### config.mk
export PLATFORM = sky130hd
export DESIGN_NAME = inv_mix_columns_mc
export DESIGN_NICKNAME = d
export VERILOG_FILES = /design/src/rtl/inv_mix_columns_mc.sv
export SDC_FILE = /design/constraint.sdc
export NUM_CORES = 1
export LEC_CHECK = 0
export BUFFER_PORTS_ARGS = -buffer_cell sky130_fd_sc_hd__buf_2
export CAP_MARGIN = 20
export CORE_MARGIN = 1.5
export CORE_UTILIZATION = 40
export DETAILED_ROUTE_END_ITERATION = 8
export HOLD_SLACK_MARGIN = 0.08
export PLACE_DENSITY = 0.62
export SLEW_MARGIN = 20
export SYNTH_ARGS = -nofsm -noshare
export SYNTH_HDL_FRONTEND = slang
export SYNTH_SLANG_ARGS = --single-unit
export TNS_END_PERCENT = 30
### constraint.sdc
create_clock -name clk_i -period 3.26 [get_ports clk_i]
set_input_delay 0.163 -clock clk_i [delete_from_list [all_inputs] [get_ports clk_i]]
set_output_delay 0.163 -clock clk_i [all_outputs]
set_load 0.02 [all_outputs]
### src/rtl/inv_mix_columns_mc.sv
// AES InvMixColumns engine, multi-cycle.
// Accepts one 128-bit state, transforms cols_per_cycle_p columns per BUSY
// cycle in place, then presents the result until the consumer takes it.
// Ports:
//   clk_i          clock, rising edge
//   reset_n_i      asynchronous active-low reset
//   v_i / ready_o  input block handshake
//   block_i        state to invert, column c at bits [127-32c -: 32]
//   v_o / yumi_i   result handshake (valid-then-yumi)
//   mixed_block_o  InvMixColumns result, meaningful while v_o is high
module inv_mix_columns_mc #(
    parameter int unsigned cols_per_cycle_p = 1
) (
    input  logic         clk_i,
    input  logic         reset_n_i,
    input  logic         v_i,
    output logic         ready_o,
    input  logic [127:0] block_i,
    output logic         v_o,
    input  logic         yumi_i,
    output logic [127:0] mixed_block_o
);

    localparam int unsigned num_cols_lp = 4;
    localparam int unsigned col_w_lp    = 32;
    localparam int unsigned cnt_w_lp    = 2;

    typedef enum logic [1:0] {
        IDLE = 2'd0,
        BUSY = 2'd1,
        DONE = 2'd2
    } state_e;

    state_e                state_q, state_d;
    logic [cnt_w_lp-1:0]   cnt_q, cnt_d;
    logic [col_w_lp-1:0]   col_q [num_cols_lp];
    logic [col_w_lp-1:0]   col_d [num_cols_lp];
    logic                  ready_q, ready_d;
    logic                  v_q, v_d;

    // Multiply by x in GF(2^8) modulo 0x11b.
    function automatic logic [7:0] xtime(input logic [7:0] a);
        return {a[6:0], 1'b0} ^ (a[7] ? 8'h1b : 8'h00);
    endfunction

    // One column through the inverse MixColumns matrix; byte 0 is the MSB.
    function automatic logic [31:0] inv_col(input logic [31:0] c);
        logic [7:0] a  [4];
        logic [7:0] m9 [4];
        logic [7:0] mb [4];
        logic [7:0] md [4];
        logic [7:0] me [4];
        logic [7:0] x2, x4, x8;
        for (int i = 0; i < 4; i++) begin
            a[i]  = c[31-8*i -: 8];
            x2    = xtime(a[i]);
            x4    = xtime(x2);
            x8    = xtime(x4);
            m9[i] = x8 ^ a[i];
            mb[i] = x8 ^ x2 ^ a[i];
            md[i] = x8 ^ x4 ^ a[i];
            me[i] = x8 ^ x4 ^ x2;
        end
        return {me[0] ^ mb[1] ^ md[2] ^ m9[3],
                m9[0] ^ me[1] ^ mb[2] ^ md[3],
                md[0] ^ m9[1] ^ me[2] ^ mb[3],
                mb[0] ^ md[1] ^ m9[2] ^ me[3]};
    endfunction

    // State, counter, working register and handshake flops.
    always_ff @(posedge clk_i or negedge reset_n_i) begin
        if (!reset_n_i) begin
            state_q <= IDLE;
            cnt_q   <= '0;
            ready_q <= 1'b0;
            v_q     <= 1'b0;
            for (int i = 0; i < int'(num_cols_lp); i++) begin
                col_q[i] <= '0;
            end
        end else begin
            state_q <= state_d;
            cnt_q   <= cnt_d;
            ready_q <= ready_d;
            v_q     <= v_d;
            for (int i = 0; i < int'(num_cols_lp); i++) begin
                col_q[i] <= col_d[i];
            end
        end
    end

    // Next-state logic; handshake flops follow the next state so that
    // ready_o/v_o always agree with the state they describe.
    always_comb begin
        state_d = state_q;
        cnt_d   = cnt_q;
        for (int i = 0; i < int'(num_cols_lp); i++) begin
            col_d[i] = col_q[i];
        end

        unique case (state_q)
            IDLE: begin
                // ready_q is low for the first cycle after reset release
                if (ready_q && v_i) begin
                    for (int i = 0; i < int'(num_cols_lp); i++) begin
                        col_d[i] = block_i[127-32*i -: 32];
                    end
                    cnt_d   = '0;
                    state_d = BUSY;
                end
            end
            BUSY: begin
                // cnt_q is always a multiple of cols_per_cycle_p, so no wrap here
                for (int unsigned j = 0; j < cols_per_cycle_p; j++) begin
                    col_d[cnt_q + cnt_w_lp'(j)] = inv_col(col_q[cnt_q + cnt_w_lp'(j)]);
                end
                cnt_d = cnt_q + cnt_w_lp'(cols_per_cycle_p);
                if (cnt_q == cnt_w_lp'(num_cols_lp - cols_per_cycle_p)) begin
                    state_d = DONE;
                end
            end
            DONE: begin
                if (yumi_i) begin
                    state_d = IDLE;
                end
            end
            default: begin
                state_d = IDLE;
            end
        endcase

        ready_d = (state_d == IDLE);
        v_d     = (state_d == DONE);
    end

    assign ready_o       = ready_q;
    assign v_o           = v_q;
    assign mixed_block_o = {col_q[0], col_q[1], col_q[2], col_q[3]};

endmodule

==> results_dict.tcl, run 1 <==
set metrics [dict create \
    outcome "complete, no violations" \
    post-cts-setup-buffers 0 \
    rr_endpoint "mixed_block_o[52]$_DFFE_PN0P_" \
    synthAdderAreaFrac 0.005850 \
    reg2regPathDepth 9 \
    slew-limit-headroom 0.2221 \
    dr.pass1.iters 5 \
    row_count 53 \
    skew_ns 0.01126 \
    synthSimpleGateAreaFrac 0.01521 \
    ant_nets 0 \
    worstSetupStartpointType "flop" \
    ys_types 34 \
    grt-ovfl-total 0 \
    start_util 0.4070 \
    drc_errors 0 \
    final_common_cell "buf_2" \
    min_path_type "in2reg" \
    grt_max_degree 110 \
    layout_common_cells "buf_2, dfrtp_1, dlygate4sd3_1" \
    grt_usage 0.3072 \
    muxShareOfSynthArea 0.08424 \
    vias 8133 \
    layout-drive-gt1-share 0.3490 \
    r2r-start "cnt_q[0]$_DFFE_PN0P_" \
    stdcell_count 1381 \
    hold_viol 0 \
    period_needed_ns 3.165 \
    path_max_fanout 18 \
    fillers 1720 \
    fin_crit_sh 0.9708 \
    synth_compound_area_frac 0.2034 \
    fmax_mhz 316.0 \
    synthCells 708 \
    worstMarginPinSlew_ns 1.164 \
    dieArea_sq_um 22280 \
    initialDrtViolationCount 824 \
    clk_latency_ns 0.43 \
    antenna_cells 0 \
    detail_route.wl_per_cell_um 24.60 \
    hold_start "block_i[63]" \
    core_sq_um 21020 \
    worstPathRequired_ns 3.56 \
    cts.htree.levels 4 \
    r2r_slack_ns 0.1 \
    fin_nets 1231 \
    syn_nets 844 \
    finalSetupViolations 0 \
    port_buffers 261 \
    cts_tree "yes" \
    place_area_sq_um 10290 \
    antenna_found_initial 1 \
    cp-end-kind "flop" \
    slew_violations 0 \
    dp.cells 1222 \
    synth_edf_count 0 \
    clkSinkCount 134 \
    area.growth.synth_to_final_pct 42.47 \
    worstPathArrival_ns 3.46 \
    synth-async-reset-ratio 1.000 \
    synth_seq_area_share 0.3919 \
    dp_hpwl_mm 23.53 \
    crit_type "reg2reg" \
    clock_path_buffers 2 \
    cts_buffers 17 \
    synth_seq_cells 134 \
    fp.dieH_um 149.3 \
    cts-root-buf "clkbuf_16" \
    clk_pin_slew_ns 0.06 \
    yosysWarnings 0 \
    grt_pass1_vias 8372 \
    whs_endpoint "mixed_block_o[63]$_DFFE_PN0P_" \
    wl_mm 33.97 \
    die_x_um 149.3 \
    min_path_cells 3 \
    synth_top_family_by_area "XOR/XNOR gates" \
    design_area_sq_um 12190 \
    ys.flop_type "dfrtp_1" \
    rsz0062_at_grt "no" \
    syn_area_sq_um 8556 \
    place.gp.congestion 0.9802 \
    setup_tns_ns 0 \
    drv_cap 0 \
    ioPinCount 262 \
    syn_avg_cell_area_sq_um 12.08 \
    synth-xor-area-share 0.2613 \
    grt_first_pass_wirelength_mm 49.97 \
    viasPerCell 5.889 \
    holdWs_ns 0.1168 \
]
[through the flow]
step	utilization	setup WS, ns
finish	0.5798	0.09516
global placement	0.4896	0.1397
floorplan	-	0.2488
detailed placement	0.4896	0.06635
global route	0.5798	0.005276
CTS	0.5783	0.006389
[critical path, cell delays in order, from the launching register on]
cell and delay [ns]:
dfrtp_2 0.40, buf_12 0.22, mux4_2 0.55, buf_4 0.19
xor2_2 0.26, buf_4 0.22, xnor3_1 0.46, xor2_1 0.18
xnor2_1 0.38, o21ai_0 0.16
[Yosys cell counts (8+ instances only)]
library cell    n  area [sq um]
dfrtp_1       134          3353
xnor2_1       102         893.4
a22oi_1        95         713.2
o21ai_0        71         355.3
clkbuf_1       43         161.4
mux4_2         32         720.7
xnor3_1        31         698.2
xor2_1         30         262.8
o21ai_1        28         140.1
a21o_1         27         202.7
a22o_1         27         236.5
nor2_1         11         41.29
xnor2_2        11         178.9
buf_2           8         40.04
[kinds of logic (layout without fill, tap and decap cells)]
family                   count (synthesis)  after routing
AND/OR/NAND/NOR                         28             28
XOR/XNOR                               183            183
buffers and inverters                   65            463
multiplexers                            32             32
AO/OA/AOI/OAI                          262            262
adder cells (fa/ha/maj)                  4              4
flip-flops                             134            134
[flip-flops by register name, indices dropped and copies added (netlist names)]
signal and cells:
cnt_q 2, mixed_block_o 128, ready_o 1, state_q 2, v_o 1
[final cells by class]
type                    instances  area (sq um)  area share
clock inverters                11         130.1     0.01068
clock buffers                  19         442.9     0.03634
multi-input cells             509          4935      0.4048
flip-flops and latches        134          3354      0.2752
repair buffers                428          2964      0.2432
well taps                     275         344.1     0.02823
inverters                       5         18.77    0.001540
[what timing repair did]
| action | 4_1_cts | 5_1_grt |
|---|---|---|
| hold buffers | 129 | 0 |
| hold endpoints to repair | 225 | 0 |
| setup endpoints to repair | 0 | 12 |
| gates resized for setup | 0 | 5 |
[worst max path at each step]
stage,startpoint,endpoint,slack [ns],cells past startpoint
floorplan,cnt_q[0]$_DFFE_PN0P_,mixed_block_o[61]$_DFFE_PN0P_,0.25,10
global placement,cnt_q[0]$_DFFE_PN0P_,mixed_block_o[91]$_DFFE_PN0P_,0.14,7
detailed placement,cnt_q[0]$_DFFE_PN0P_,mixed_block_o[123]$_DFFE_PN0P_,0.07,7
CTS,cnt_q[0]$_DFFE_PN0P_,mixed_block_o[42]$_DFFE_PN0P_,0.006,8
global route,cnt_q[0]$_DFFE_PN0P_,mixed_block_o[75]$_DFFE_PN0P_,0.005,7
finish,cnt_q[0]$_DFFE_PN0P_,mixed_block_o[52]$_DFFE_PN0P_,0.1,9
[layer usage]
metal  global-route usage  part of all wire
met1               0.3855              0.38
met2               0.5109              0.50
met3              0.07492             0.089
met4               0.1208             0.033
met5                    0                 0
Power of run 1 is not shown: default switching activity piles up to over one toggle a cycle in this logic, so the estimate is an artifact.
==> run 2: changes to the inputs <==
--- a/config.mk
+++ b/config.mk
@@ -7,11 +7,12 @@
 export LEC_CHECK = 0
 export BUFFER_PORTS_ARGS = -buffer_cell sky130_fd_sc_hd__buf_2
 export CAP_MARGIN = 20
-export CORE_MARGIN = 1.5
-export CORE_UTILIZATION = 40
+export CELL_PAD_IN_SITES_DETAIL_PLACEMENT = 2
+export CELL_PAD_IN_SITES_GLOBAL_PLACEMENT = 2
+export CORE_UTILIZATION = 33
 export DETAILED_ROUTE_END_ITERATION = 8
 export HOLD_SLACK_MARGIN = 0.08
-export PLACE_DENSITY = 0.62
+export PLACE_DENSITY = 0.77
 export SLEW_MARGIN = 20
 export SYNTH_ARGS = -nofsm -noshare
 export SYNTH_HDL_FRONTEND = slang
==> results_dict.tcl, run 2 (synthesis results as in run 1) <==
set metrics [dict create \
    crit_buf_inv 2 \
    path_max_fanout 7 \
    clk_pin_slew_ns 0.07 \
    place.gp.congestion 0.9470 \
    holdWs_ns 0.08318 \
    min_path_cells 3 \
    crit_type "reg2reg" \
    detail_route.wl_per_cell_um 28.91 \
    skew_ns 0.01056 \
    setup_tns_ns 0 \
    hold_start "block_i[48]" \
    r2r-start "cnt_q[0]$_DFFE_PN0P_" \
    grt_max_degree 102 \
    drc_errors 0 \
    grt_usage 0.3194 \
    worstSetupStartpointType "flop" \
    viasPerCell 5.653 \
    ioPinCount 262 \
    worstPathRequired_ns 3.63 \
    initialDrtViolationCount 590 \
    fmax_mhz 307.5 \
    die_x_um 163.0 \
    dp_hpwl_mm 26.19 \
    clkSinkCount 134 \
    largest_reg_flops 128 \
    slew_violations 0 \
    vias 8152 \
    layout_common_cells "buf_2, dfrtp_1, dlygate4sd3_1" \
    wl_mm 41.69 \
    port_buffers 261 \
    slew-limit-headroom 0.4189 \
    cts-root-buf "clkbuf_16" \
    fp.dieH_um 163.0 \
    grt-ovfl-total 0 \
    row_count 58 \
    fin_nets 1234 \
    grt_pass1_vias 9161 \
    r2r_slack_ns 0.008 \
    grt_first_pass_wirelength_mm 61.29 \
    design_area_sq_um 12520 \
    critPathMaxStageDelay_ns 0.57 \
    antenna_found_initial 1 \
    start_util 0.3378 \
    fin_crit_sh 0.9975 \
    area.growth.synth_to_final_pct 46.33 \
    drv_cap 0 \
    crit_family "XOR/XNOR gates" \
    cts.htree.levels 4 \
    cp-end-kind "flop" \
    whs_endpoint "mixed_block_o[48]$_DFFE_PN0P_" \
    final_common_cell "buf_2" \
    dieArea_sq_um 26570 \
    outcome "complete, no violations" \
    stdcell_count 1442 \
    hold_viol 0 \
    finalSetupViolations 0 \
    ant_nets 0 \
    worstPathArrival_ns 3.62 \
    min_path_type "in2reg" \
    path_cells "buf_12, mux4_2, buf_4, xnor2_2, xnor3_1, xnor2_1, nor2_1, a21o_1" \
    dr.pass1.iters 5 \
    period_needed_ns 3.252 \
    dp.cells 1280 \
    rr_endpoint "mixed_block_o[55]$_DFFE_PN0P_" \
    clk_latency_ns 0.43 \
    critPathSlowestCell "mux4_2" \
    layout-drive-gt1-share 0.3726 \
    worstMarginPinSlew_ns 0.8717 \
    cts_buffers 17 \
    clock_path_buffers 2 \
    cts_tree "yes" \
    place_area_sq_um 10420 \
    core_sq_um 25330 \
    reg2regPathDepth 8 \
]
run 2: cell count changes in the layout (fill, tap and decap cells not counted), moves of 2 or more:
cell,previous run,this run
buf_4,32,37
xnor2_2,13,23
dlygate4sd3_1,129,124
clkinvlp_4,4,1
inv_6,0,3
xnor3_1,31,28
xnor3_2,1,4
nor2_4,2,5
nor2_2,3,1
xnor2_1,100,89
bufinv_16,2,5
buf_12,6,8
run 2: repair_timing:
action | 4_1_cts | 5_1_grt
endpoints found under the hold margin | 209 | 2
endpoints found under the setup margin | 11 | 76
gates resized for setup | 5 | 19
pin swaps | 0 | 4
hold buffers | 122 | 2
buffers inserted | 0 | 4
run 2: how the worst max path moves through the flow:
stage | from | to | cells past startpoint
after floorplan | cnt_q[0]$_DFFE_PN0P_ | mixed_block_o[61]$_DFFE_PN0P_ | 10
after global placement | cnt_q[0]$_DFFE_PN0P_ | mixed_block_o[6]$_DFFE_PN0P_ | 7
after detailed placement | cnt_q[0]$_DFFE_PN0P_ | mixed_block_o[91]$_DFFE_PN0P_ | 7
after CTS | cnt_q[0]$_DFFE_PN0P_ | mixed_block_o[70]$_DFFE_PN0P_ | 7
after global routing | cnt_q[0]$_DFFE_PN0P_ | mixed_block_o[76]$_DFFE_PN0P_ | 7
final | cnt_q[0]$_DFFE_PN0P_ | mixed_block_o[55]$_DFFE_PN0P_ | 8
run 2: tightest hold or removal path, delay by kind of cell:
family	cells	cell delay (ns)
buffers and inverters	1	0.09
AOI/OAI and AO/OA	2	0.22
run 2: cell type report:
cell class	count	area, sq um
Multi-Input combinational cell	509	5051
Clock inverter	14	220.2
Fill cell	2477	12810
Inverter	5	18.77
Timing Repair Buffer	431	3019
Clock buffer	18	439.2
Tap cell	330	412.9
Sequential cell	134	3356
Antenna cell	1	2.502
run 2: per-layer routing:
layer  track usage  share of wire
met5             0              0
met4        0.1355          0.029
met3       0.05460          0.060
met2        0.5501           0.51
met1        0.3936           0.40
run 2: per-stage QoR:
stage	setup slack, ns	util
CTS	-0.002975	0.4869
global placement	0.05972	0.4114
floorplan	0.2488	-
finish	0.008024	0.4943
global route	-0.05196	0.4943
detailed placement	-0.06328	0.4114
Power of run 2 is left out for the same reason.
==> run 3: changes to the inputs <==
==> constraint.sdc (replaced) <==
create_clock -name clk_i -period 3.26 [get_ports clk_i]
set_input_delay 0.652 -clock clk_i [delete_from_list [all_inputs] [get_ports clk_i]]
set_output_delay 0.652 -clock clk_i [all_outputs]
set_load 0.02 [all_outputs]
==> results_dict.tcl, run 3 (synthesis results as in run 1) <==
set metrics [dict create \
    outcome "complete, no violations" \
    period_needed_ns 3.251 \
    detail_route.wl_per_cell_um 27.32 \
    fin_ws_ns 0.009476 \
    vias 7466 \
    final_common_cell "buf_2" \
    clk_pin_slew_ns 0.07 \
    antenna_cells 0 \
    drc_errors 0 \
    rr_endpoint "mixed_block_o[75]$_DFFE_PN0P_" \
    worstPathRequired_ns 3.56 \
    grt-ovfl-total 0 \
    fmax_mhz 307.6 \
    cts-root-buf "clkbuf_16" \
    drv_cap 0 \
    row_count 58 \
    hold_buffers 0 \
    dieArea_sq_um 26570 \
    grt_usage 0.2766 \
    crit_type "reg2reg" \
    pre_cts_ws_ns -0.1035 \
    fillers 2609 \
    clkSinkCount 134 \
    viasPerCell 5.635 \
    worstMarginPinSlew_ns 1.058 \
    layout_common_cells "buf_2, dfrtp_1, a22oi_1" \
    ant_nets 0 \
    grt_pass1_vias 8158 \
    worstSetupStartpointType "flop" \
    cts_buffers 17 \
    wl_mm 36.20 \
    fin_crit_sh 0.9971 \
    worstPathArrival_ns 3.55 \
    initialDrtViolationCount 554 \
    reg2regPathDepth 7 \
    r2r-start "cnt_q[0]$_DFFE_PN0P_" \
    stdcell_count 1325 \
    cp-end-kind "flop" \
    largest_reg_flops 128 \
    path_max_fanout 5 \
    place.gp.congestion 0.9160 \
    start_util 0.3378 \
    cts.htree.levels 4 \
    slew-limit-headroom 0.2948 \
    dr.pass1.iters 7 \
    dp.cells 1283 \
    area.growth.synth_to_final_pct 30.83 \
    slew_violations 0 \
    ioPinCount 262 \
    fin_nets 1118 \
    cts_tree "yes" \
    hold_viol 0 \
    finalSetupViolations 0 \
    die_x_um 163.0 \
    fp.dieH_um 163.0 \
    holdWs_ns 0.2677 \
    dp_hpwl_mm 26.04 \
    antenna_found_initial 0 \
    clock_path_buffers 2 \
    skew_ns 0.01885 \
    clk_latency_ns 0.44 \
    port_buffers 261 \
    crit_end "mixed_block_o[75]$_DFFE_PN0P_" \
    layout-drive-gt1-share 0.4121 \
    min_path_type "in2async" \
    grt_max_degree 86 \
    worstSetupStartpoint "cnt_q[0]$_DFFE_PN0P_" \
    r2r_slack_ns 0.009 \
    setup_tns_ns 0 \
    grt_first_pass_wirelength_mm 53.35 \
    core_sq_um 25330 \
]
==> run 3: final cells by class <==
cell class              count  area (sq um)  share of cell area
multi-input cells         509          4987              0.4456
flip-flops and latches    134          3356              0.2998
repair buffers            315          1798              0.1606
clock buffers              22         474.2             0.04237
well taps                 330         412.9             0.03689
clock inverters            10         146.4             0.01308
inverters                   5         18.77            0.001677
==> run 3: per-stage QoR <==
step / area [sq um] / utilization
2_1_floorplan: 8556 / -
3_3_place_gp: 10410 / 0.4108
3_5_place_dp: 10410 / 0.4108
4_1_cts: 11080 / 0.4375
5_1_grt: 11190 / 0.4420
6_report: 11190 / 0.4420
==> run 3: worst max-delay path, stage by stage (launching register included) <==
cell and delay [ns]:
dfrtp_2 0.46, buf_4 0.15, mux4_2 0.59, xor3_2 0.48, xnor3_2 0.44, xnor3_2 0.49, xor2_1 0.32, o21ai_0 0.17
==> run 3: worst min path at each step <==
stage | start | to | slack [ns] | cells past startpoint
2_1_floorplan | reset_n_i | cnt_q[0]$_DFFE_PN0P_ | 0.36 | 0
3_3_place_gp | mixed_block_o[52]$_DFFE_PN0P_ | mixed_block_o[52]$_DFFE_PN0P_ | 0.51 | 2
3_5_place_dp | mixed_block_o[34]$_DFFE_PN0P_ | mixed_block_o[34]$_DFFE_PN0P_ | 0.53 | 2
4_1_cts | reset_n_i | mixed_block_o[83]$_DFFE_PN0P_ | 0.30 | 1
5_1_grt | reset_n_i | mixed_block_o[83]$_DFFE_PN0P_ | 0.33 | 1
6_report | reset_n_i | mixed_block_o[83]$_DFFE_PN0P_ | 0.27 | 1
==> run 3: repair_timing <==
item                                    CTS  global route
cloned                                    0             1
setup buffers                             3             6
endpoints found under the setup margin   28            53
gates resized for setup                   6             7
==> run 3: metal layers <==
metal	track usage	share of wire	wire [um]	up-vias
met3	0.03885	0.051	1845	55
met4	0.09516	0.026	924	0
met2	0.4663	0.50	18200	310
met5	0	0	0	-
met1	0.3634	0.42	15220	3909
li1	-	-	-	3192
Power of run 3 is left out for the same reason.
